## src/rtl/llpm_mem_pkg.sv

```systemverilog
`default_nettype none
// ============================================================================
// Module      : llpm_mem_pkg
// Description : Shared constants and helpers for the packed block-RAM request
//               format {addr, data, wr}, with wr at bit 0.
// Revision    : 1.0 - initial release
// ============================================================================
package llpm_mem_pkg;

    // Width of every statistics counter
    localparam int unsigned StatWidth = 32;

    // Fixed field offsets of the packed request
    localparam int unsigned ReqWrBit   = 0;
    localparam int unsigned ReqDataLsb = 1;

    // Data field occupies [Width:1]
    function automatic int unsigned req_data_msb(input int unsigned width);
        return width;
    endfunction

    // Address field occupies [Width+AddrWidth:Width+1]
    function automatic int unsigned req_addr_lsb(input int unsigned width);
        return width + 1;
    endfunction

    function automatic int unsigned req_addr_msb(input int unsigned width,
                                                 input int unsigned addr_width);
        return width + addr_width;
    endfunction

endpackage
`default_nettype wire

```

## src/rtl/llpm_tag_fifo.sv

```systemverilog
`default_nettype none
// ============================================================================
// Module      : llpm_tag_fifo
// Description : Small synchronous FIFO holding requester tags in issue order.
//               Head is read combinationally; occupancy is exposed as count.
// Revision    : 1.0 - initial release
// ============================================================================
module llpm_tag_fifo #(
    parameter int WIDTH       = 2,
    parameter int DEPTH       = 4,
    parameter int CLOG2_DEPTH = 2
) (
    input  logic                   clk,
    input  logic                   reset,
    input  logic                   push,
    input  logic [WIDTH-1:0]       push_data,
    input  logic                   pop,
    output logic [WIDTH-1:0]       head,
    output logic [CLOG2_DEPTH:0]   count,
    output logic                   empty,
    output logic                   full
);

    localparam logic [CLOG2_DEPTH-1:0] c_last_ptr = CLOG2_DEPTH'(DEPTH - 1);
    localparam logic [CLOG2_DEPTH:0]   c_depth    = (CLOG2_DEPTH + 1)'(DEPTH);

    logic [WIDTH-1:0]       r_mem [DEPTH];
    logic [CLOG2_DEPTH-1:0] r_wr_ptr;
    logic [CLOG2_DEPTH-1:0] r_rd_ptr;
    logic [CLOG2_DEPTH:0]   r_count;
    logic                   w_do_push;
    logic                   w_do_pop;

    assign empty     = (r_count == '0);
    assign full      = (r_count == c_depth);
    assign count     = r_count;
    assign head      = r_mem[r_rd_ptr];
    assign w_do_push = push && !full;
    assign w_do_pop  = pop && !empty;

    // Tag storage; contents are don't-care until written
    always_ff @(posedge clk) begin
        if (w_do_push) begin
            r_mem[r_wr_ptr] <= push_data;
        end
    end

    // Pointers and occupancy; a simultaneous push and pop leaves count alone
    always_ff @(posedge clk) begin
        if (reset) begin
            r_wr_ptr <= '0;
            r_rd_ptr <= '0;
            r_count  <= '0;
        end else begin
            if (w_do_push) begin
                r_wr_ptr <= (r_wr_ptr == c_last_ptr) ? '0 : r_wr_ptr + 1'b1;
            end
            if (w_do_pop) begin
                r_rd_ptr <= (r_rd_ptr == c_last_ptr) ? '0 : r_rd_ptr + 1'b1;
            end
            if (w_do_push && !w_do_pop) begin
                r_count <= r_count + 1'b1;
            end else if (w_do_pop && !w_do_push) begin
                r_count <= r_count - 1'b1;
            end
        end
    end

endmodule
`default_nettype wire

```

## src/rtl/bram_port_arbiter.sv

```systemverilog
`default_nettype none
// ============================================================================
// Module      : bram_port_arbiter
// Description : Round-robin arbiter sharing one block-RAM port among NumReqs
//               requesters. A registered issue stage drives the RAM port and
//               an in-order tag FIFO routes each response to its requester.
//               Optional statistics counters are enabled by defining
//               BRAM_ARB_STATS_EN.
// Revision    : 1.0 - initial release
// ============================================================================
module bram_port_arbiter
    import llpm_mem_pkg::*;
#(
    parameter int NumReqs          = 4,
    parameter int CLog2NumReqs     = 2,
    parameter int Width            = 8,
    parameter int AddrWidth        = 8,
    parameter int MaxInFlight      = 4,
    parameter int CLog2MaxInFlight = 2
) (
    input  logic                                      clk,
    input  logic                                      reset,
    input  logic [NumReqs-1:0][Width+AddrWidth:0]     reqs,
    input  logic [NumReqs-1:0]                        req_valids,
    output logic [NumReqs-1:0]                        req_bps,
    output logic [NumReqs-1:0][Width-1:0]             resps,
    output logic [NumReqs-1:0]                        resp_valids,
    input  logic [NumReqs-1:0]                        resp_bps,
    output logic [Width+AddrWidth:0]                  mem_req,
    output logic                                      mem_req_valid,
    input  logic                                      mem_req_bp,
    input  logic [Width-1:0]                          mem_resp,
    input  logic                                      mem_resp_valid,
    output logic                                      mem_resp_bp
`ifdef BRAM_ARB_STATS_EN
    ,
    output logic [NumReqs-1:0][StatWidth-1:0]         stat_grants,
    output logic [StatWidth-1:0]                      stat_orphans
`endif
);

    localparam logic [CLog2NumReqs-1:0]   c_last_req = CLog2NumReqs'(NumReqs - 1);
    localparam logic [CLog2NumReqs:0]     c_num_reqs = (CLog2NumReqs + 1)'(NumReqs);
    localparam logic [CLog2MaxInFlight:0] c_max_in_flight = (CLog2MaxInFlight + 1)'(MaxInFlight);

    logic [CLog2NumReqs-1:0]   r_rr_ptr;
    logic [Width+AddrWidth:0]  r_mem_req;
    logic                      r_mem_req_valid;

    logic [CLog2NumReqs-1:0]   w_grant;
    logic                      w_any_valid;
    logic                      w_load;
    logic                      w_push;
    logic                      w_pop;
    logic [CLog2NumReqs-1:0]   w_tag;
    logic [CLog2MaxInFlight:0] w_count;
    logic                      w_empty;
    logic                      w_full;

    // Pick the first valid requester at or after rr_ptr, wrapping around
    always_comb begin
        logic [CLog2NumReqs:0] v_sum;
        w_grant     = '0;
        w_any_valid = 1'b0;
        v_sum       = '0;
        for (int k = 0; k < NumReqs; k++) begin
            v_sum = {1'b0, r_rr_ptr} + (CLog2NumReqs + 1)'(k);
            if (v_sum >= c_num_reqs) begin
                v_sum = v_sum - c_num_reqs;
            end
            if (!w_any_valid && req_valids[v_sum[CLog2NumReqs-1:0]]) begin
                w_any_valid = 1'b1;
                w_grant     = v_sum[CLog2NumReqs-1:0];
            end
        end
    end

    // Full is judged on the registered count: a same-cycle pop frees no slot
    assign w_load = !reset && (!r_mem_req_valid || !mem_req_bp) && w_any_valid
                    && (w_count < c_max_in_flight);
    assign w_push = w_load && !w_full;

    generate
        for (genvar i = 0; i < NumReqs; i++) begin : g_req_bp
            assign req_bps[i] = !(w_load && (w_grant == CLog2NumReqs'(i)));
            assign resps[i]   = mem_resp;
        end
    endgenerate

    // Issue register and round-robin pointer
    always_ff @(posedge clk) begin
        if (reset) begin
            r_mem_req       <= '0;
            r_mem_req_valid <= 1'b0;
            r_rr_ptr        <= '0;
        end else if (w_load) begin
            r_mem_req       <= reqs[w_grant];
            r_mem_req_valid <= 1'b1;
            r_rr_ptr        <= (w_grant == c_last_req) ? '0 : w_grant + 1'b1;
        end else if (r_mem_req_valid && !mem_req_bp) begin
            r_mem_req_valid <= 1'b0;
        end
    end

    assign mem_req       = r_mem_req;
    assign mem_req_valid = r_mem_req_valid;

    llpm_tag_fifo #(
        .WIDTH       (CLog2NumReqs),
        .DEPTH       (MaxInFlight),
        .CLOG2_DEPTH (CLog2MaxInFlight)
    ) u_tag_fifo (
        .clk       (clk),
        .reset     (reset),
        .push      (w_push),
        .push_data (w_grant),
        .pop       (w_pop),
        .head      (w_tag),
        .count     (w_count),
        .empty     (w_empty),
        .full      (w_full)
    );

    // Responses with no outstanding tag are orphans: accepted and dropped
    assign mem_resp_bp = w_empty ? 1'b0 : resp_bps[w_tag];
    assign w_pop       = mem_resp_valid && !mem_resp_bp && !w_empty;

    // Steer the response valid to the requester at the head of the tag FIFO
    always_comb begin
        resp_valids = '0;
        if (mem_resp_valid && !w_empty) begin
            resp_valids[w_tag] = 1'b1;
        end
    end

`ifdef BRAM_ARB_STATS_EN
    logic [NumReqs-1:0][StatWidth-1:0] r_stat_grants;
    logic [StatWidth-1:0]              r_stat_orphans;

    // Saturating per-requester grant and orphan-response counters
    always_ff @(posedge clk) begin
        if (reset) begin
            r_stat_grants  <= '0;
            r_stat_orphans <= '0;
        end else begin
            if (w_load && (r_stat_grants[w_grant] != '1)) begin
                r_stat_grants[w_grant] <= r_stat_grants[w_grant] + 1'b1;
            end
            if (mem_resp_valid && w_empty && (r_stat_orphans != '1)) begin
                r_stat_orphans <= r_stat_orphans + 1'b1;
            end
        end
    end

    assign stat_grants  = r_stat_grants;
    assign stat_orphans = r_stat_orphans;
`endif

endmodule
`default_nettype wire

```

## config.mk

```make
export PLATFORM = sky130hd
export DESIGN_NAME = bram_port_arbiter
export DESIGN_NICKNAME = d
export VERILOG_FILES = /design/src/rtl/llpm_mem_pkg.sv /design/src/rtl/llpm_tag_fifo.sv /design/src/rtl/bram_port_arbiter.sv
export SDC_FILE = /design/constraint.sdc
export NUM_CORES = 1
export LEC_CHECK = 0
export BUFFER_PORTS_ARGS = -buffer_cell sky130_fd_sc_hd__buf_2
export CORE_AREA = 2 2 78 80
export CTS_CLUSTER_SIZE = 10
export DETAILED_ROUTE_END_ITERATION = 8
export DIE_AREA = 0 0 80 82
export GPL_TIMING_DRIVEN = 0
export PLACE_DENSITY = 0.78
export SLEW_MARGIN = 30
export SYNTH_ARGS = -nofsm -noshare
export SYNTH_HDL_FRONTEND = slang
export SYNTH_HIERARCHICAL = 1
export SYNTH_SLANG_ARGS = --single-unit
```

## constraint.sdc

```tcl
create_clock -name clk -period 3.6 [get_ports clk]
set_input_delay 0 -clock clk [delete_from_list [all_inputs] [get_ports clk]]
set_output_delay 0 -clock clk [all_outputs]
set_load 0.005 [all_outputs]
```

Word-level counts from Yosys, hierarchy flattened
Memory sizes are Yosys's and may differ from the RTL's. A register that Yosys moved wholly into a read port is not among the register bits.
Index checks and enable logic that the tools add are counted.

storage, ports and cells
  output and inout port bits = 59
  word-level logic and storage cells = 116
  memories = 1
  bits of input ports = 88
  bits in writable memories = 8
  register bits after elaboration = 27

cells by class
  reductions and logical operators = 40
  $lt $le $gt $ge = 12
  equal/unequal tests = 6
  multiplexer cells = 39
  add/sub/neg operators = 12

memory list
  memory            words  bits a word  rd ports  clocked after Yosys merged registers in  wr ports  RTL line             RTL
  u_tag_fifo.r_mem  4      2            1         1                                        1         llpm_tag_fifo.sv:27  logic [WIDTH-1:0] r_mem [DEPTH];

operator list
  kind                                                                                  number
  17-bit binary-select mux with 2-bit select                                            1
  2-bit two-way mux                                                                     13
  1-bit logical AND                                                                     20
  2-bit by 3-bit less-than comparator with 1-bit output (second input constant)         6
  17-bit two-way mux                                                                    1
  1-bit zero test                                                                       15
  1-bit two-way mux                                                                     15
  1-bit binary-select mux with 2-bit select                                             5
  3-bit greater-or-equal comparator (second input constant)                             3
  2-bit == test (second input constant)                                                 4
  2-bit by 1-bit subtractor with 2-bit output (second input constant)                   4
  2-bit by 1-bit adder with 2-bit output (second input constant)                        3
  2-bit by 2-bit adder with 3-bit output (second input constant)                        2
  3-bit two-way mux                                                                     2
  4-bit two-way mux                                                                     1
  2-bit nonzero test                                                                    2
  2-bit by 1-bit adder with 3-bit output (second input constant)                        1
  3-bit by 1-bit adder with 3-bit output (second input constant)                        1
  3-bit == test (second input constant)                                                 1
  2-bit by 3-bit greater-or-equal comparator with 1-bit output (second input constant)  1
  3-bit zero test                                                                       1
  3-bit less-than comparator (second input constant)                                    1
  3-bit by 1-bit subtractor with 3-bit output (second input constant)                   1
  1-bit demux with 2-bit select                                                         1
  4 further kinds                                                                       4

Depth between registers and ports, before layout
  depth after elaboration = 22
  depth in mapped cells = 12
  mapped depth without buffers = 11

Cells and area by module
Netlist, hierarchy kept.

modules (own cells, without submodules)
  module             seq. area each (um^2)  area each (um^2)  cells each  times used
  bram_port_arbiter  400.4                  1584.0            173         1
  llpm_tag_fifo      420.4                  774.5             58          1

Worst setup path after synthesis
OpenSTA, ideal clock, no wires.

  kind = register to register
  from = register (tool-made name)
  to = register u_tag_fifo.r_count[2], in the netlist u_tag_fifo/count[2]
  clock period less this slack = 2.682 ns
  data arrival time = 2.612 ns
  library setup time = 0.070 ns
  stages on the path, launching flop included = 11
  slack = 0.918 ns
  buffers on the path = 0
  data required time = 3.530 ns
  path through = dfxtp_1 mux4_2 mux4_2 nor2_1 o31ai_2 ha_1 inv_1 fa_1 xor2_1 or3_1 a21oi_1

RTL lines
  what                  RTL line             RTL
  to (signal assigned)  llpm_tag_fifo.sv:62  r_count <= r_count + 1'b1;
  to (signal assigned)  llpm_tag_fifo.sv:64  r_count <= r_count - 1'b1;
  to (decl)             llpm_tag_fifo.sv:30  logic [CLOG2_DEPTH:0] r_count;

==> impl_metrics.json <==
{
  "reg2reg_slack_ps": 770,
  "maxCapViolCount": 0,
  "critical_path_required_ps": 3820,
  "grt_use_total_pct": 17.2,
  "start_util_pct": 41.0,
  "async_reset_ff_share_pct": 0,
  "synth_area_leader_cell": "dfxtp_1",
  "yosysTopAreaCellShare_pct": 24.6,
  "fmax_ghz": 0.353,
  "synth_cell_types": 38,
  "fin_ws_ps": 766,
  "cts_tree": "done",
  "nets": 474,
  "hold_violations": 0,
  "grt_first_pass_wirelength_mm": 8.88,
  "synthCells": 231,
  "timing.final.crit_period_ps": 2830,
  "vdd_drop_max_mv": 0.317,
  "fin_skew_ps": 8.28,
  "syn-num-nets": 327,
  "pin_count": 147,
  "r2r_cells": 10,
  "setup-violations-final": 0,
  "wl_mm": 5.71,
  "synth_flop_cell": "dfxtp_1",
  "drive_gt1_share_pct": 52.8,
  "routabilityCongestion": 0.753,
  "cp_cell_sequence": "mux4_2, mux4_2, nor2_1, o31ai_2, ha_1, inv_1, fa_1, xor2_1, or3_1, a21oi_1",
  "grt_max_degree": 14,
  "rows": 28,
  "core-area_um2": 5750,
  "timing.final.crit_share_pct": 78.7,
  "dp_hpwl_mm": 4.64,
  "vias": 2177,
  "drv_slew": 0,
  "finalSetupTns_ps": 0,
  "cts_resized": 0,
  "cts_sinks": 37,
  "end_kind": "flip-flop",
  "drc": 0,
  "cp.arrival_ps": 3050,
  "worstPathBufferInverterCount": 1,
  "endpoint": "u_tag_fifo/count[2]",
  "viasPerCell": 4.80,
  "crit_type": "reg2reg",
  "pre_cts_slack_ps": 768,
  "r2r-end": "u_tag_fifo/count[2]",
  "synth-edff-count": 8,
  "critical_path.max_fanout": 5,
  "status": "completed",
  "slowest_delay_ps": 580,
  "antenna_found_initial": 0,
  "hold_slack_ps": 13.9,
  "synthTopCellsByArea": "dfxtp_1 25%, mux2i_1 17%, buf_4 11%",
  "num_antenna_cells": 0,
  "cts_max_level": 2,
  "p_leak_nw": 1.62,
  "holdCritPathClass": "in2reg",
  "grt_pass1_vias": 2020,
  "wl_per_cell_um": 12.6,
  "clk_latency_ps": 290,
  "postRouteAntennaNets": 0,
  "ys_seq_area_share_pct": 34.8,
  "drt_iter0_drc": 44,
  "synth_area_per_cell_um2": 10.2,
  "dr.pass1.iters": 4,
  "slew_headroom_pct": 70.8,
  "critical-path-top-delay-family": "multiplexers",
  "die_w_um": 80,
  "cts.path.max_buffers": 2,
  "path_depth": 10,
  "syn2layout_area_growth_pct": 39.2,
  "clkTransAtPathRegs_ps": 80,
  "port_buffers": 138,
  "rsz0062_at_grt": "no",
  "yosys_warnings": 6,
  "power.density_nw_per_um2": 498,
  "cts_buffers": 5,
  "gr-total-overflow": 0,
  "tightest_slew_ps": 437,
  "cts_hold_buffers": 2,
  "power_mw": 1.63,
  "final_cell_mix": "142 x buf_2, 39 x mux2i_1, 33 x buf_4",
  "design.die.area_um2": 6560,
  "crit_top_cell": "mux4_2",
  "fp.dieH_um": 82,
  "cts_root_buf": "clkbuf_8",
  "synth_area_um2": 2360,
  "ys_seq_elements": 37,
  "cts_setup_buffers": 0,
  "final_common_cell": "buf_2",
  "worst_path_max_delay_cell": "mux4_2",
  "fill_cells": 524,
  "startpoint_type": "flip-flop"
}
cell type report:
class	count	area (um2)	share of cell area, %
flip-flops and latches	37	821	25.0
clock inverters	2	36.3	1.11
inverters	6	22.5	0.686
well taps	75	93.8	2.86
multi-input cells	145	1180	36.0
clock buffers	6	82.6	2.52
plain buffers	43	335	10.2
repair buffers	140	711	21.7
through the flow:
| step | utilization, % | instances | cell area, um2 |
|---|---|---|---|
| after CTS | 57.1 | 454 | 3280 |
| after floorplan | - | 231 | 2360 |
| after detailed placement | 54.7 | 444 | 3140 |
| final | 57.1 | 454 | 3280 |
| after global placement | 54.7 | 444 | 3140 |
| after global routing | 57.1 | 454 | 3280 |
logic make-up (layout without fill, tap and decap cells):
kind of cell	Yosys count	count (layout)	synth area share, %
compound gates	34	34	12.5
xor+xnor	2	2	0.743
fa+ha+maj	8	8	4.56
buf+inv	49	197	15.2
flops	37	37	34.8
mux	43	43	20.1
simple gates	58	58	12.1
per-layer routing:
layer  GRT usage (%)  share of wire (%)  vias to the layer above
li1                -                  -                     1096
met1            19.4                 40                      978
met2            32.0                 51                       99
met3            4.62                8.1                        4
met4            4.58               0.70                        0
met5               0                  0                        -
tightest hold or removal path, delay by kind of cell:
kind / cells / cell delay, ps
buf+inv: 1 / 70
mux: 1 / 50
compound gates: 1 / 150
report_power, final:
group          switching [mW]  internal, mW  total [mW]  leakage, nW
clock                   0.147         0.226       0.373       0.0617
combinational           0.309         0.350       0.658         1.25
sequential             0.0702         0.533       0.603        0.313
worst min-delay path by stage:
stage	startpoint	slack (ps)	endpoint	cells after the start
floorplan	reset	70	mem_req_valid	1
global placement	mem_resp[2]	170	resps[10]	2
detailed placement	mem_resp[1]	170	resps[1]	2
CTS	reqs[9]	10	mem_req[9]	3
global route	reqs[9]	10	mem_req[9]	3
finish	reqs[9]	10	mem_req[9]	3
flip-flops by register name (all words and copies together), names as in the netlist, named ones only:
name / flops
mem_req: 17
u_tag_fifo/r_mem: 8
u_tag_fifo/count: 3
r_rr_ptr: 2
u_tag_fifo/r_rd_ptr: 2
u_tag_fifo/r_wr_ptr: 2
mem_req_valid: 1
cell usage after synthesis (all sizes together) (5+ instances only):
master / number
o221ai: 17
inv: 6
dfxtp: 29
buf: 42
and2: 5
mux2i: 39
nand2b: 5
nand2: 23
edfxtp: 8
a21oi: 8
nor2: 12
ha: 7
Power figures use the tool's default switching activity.
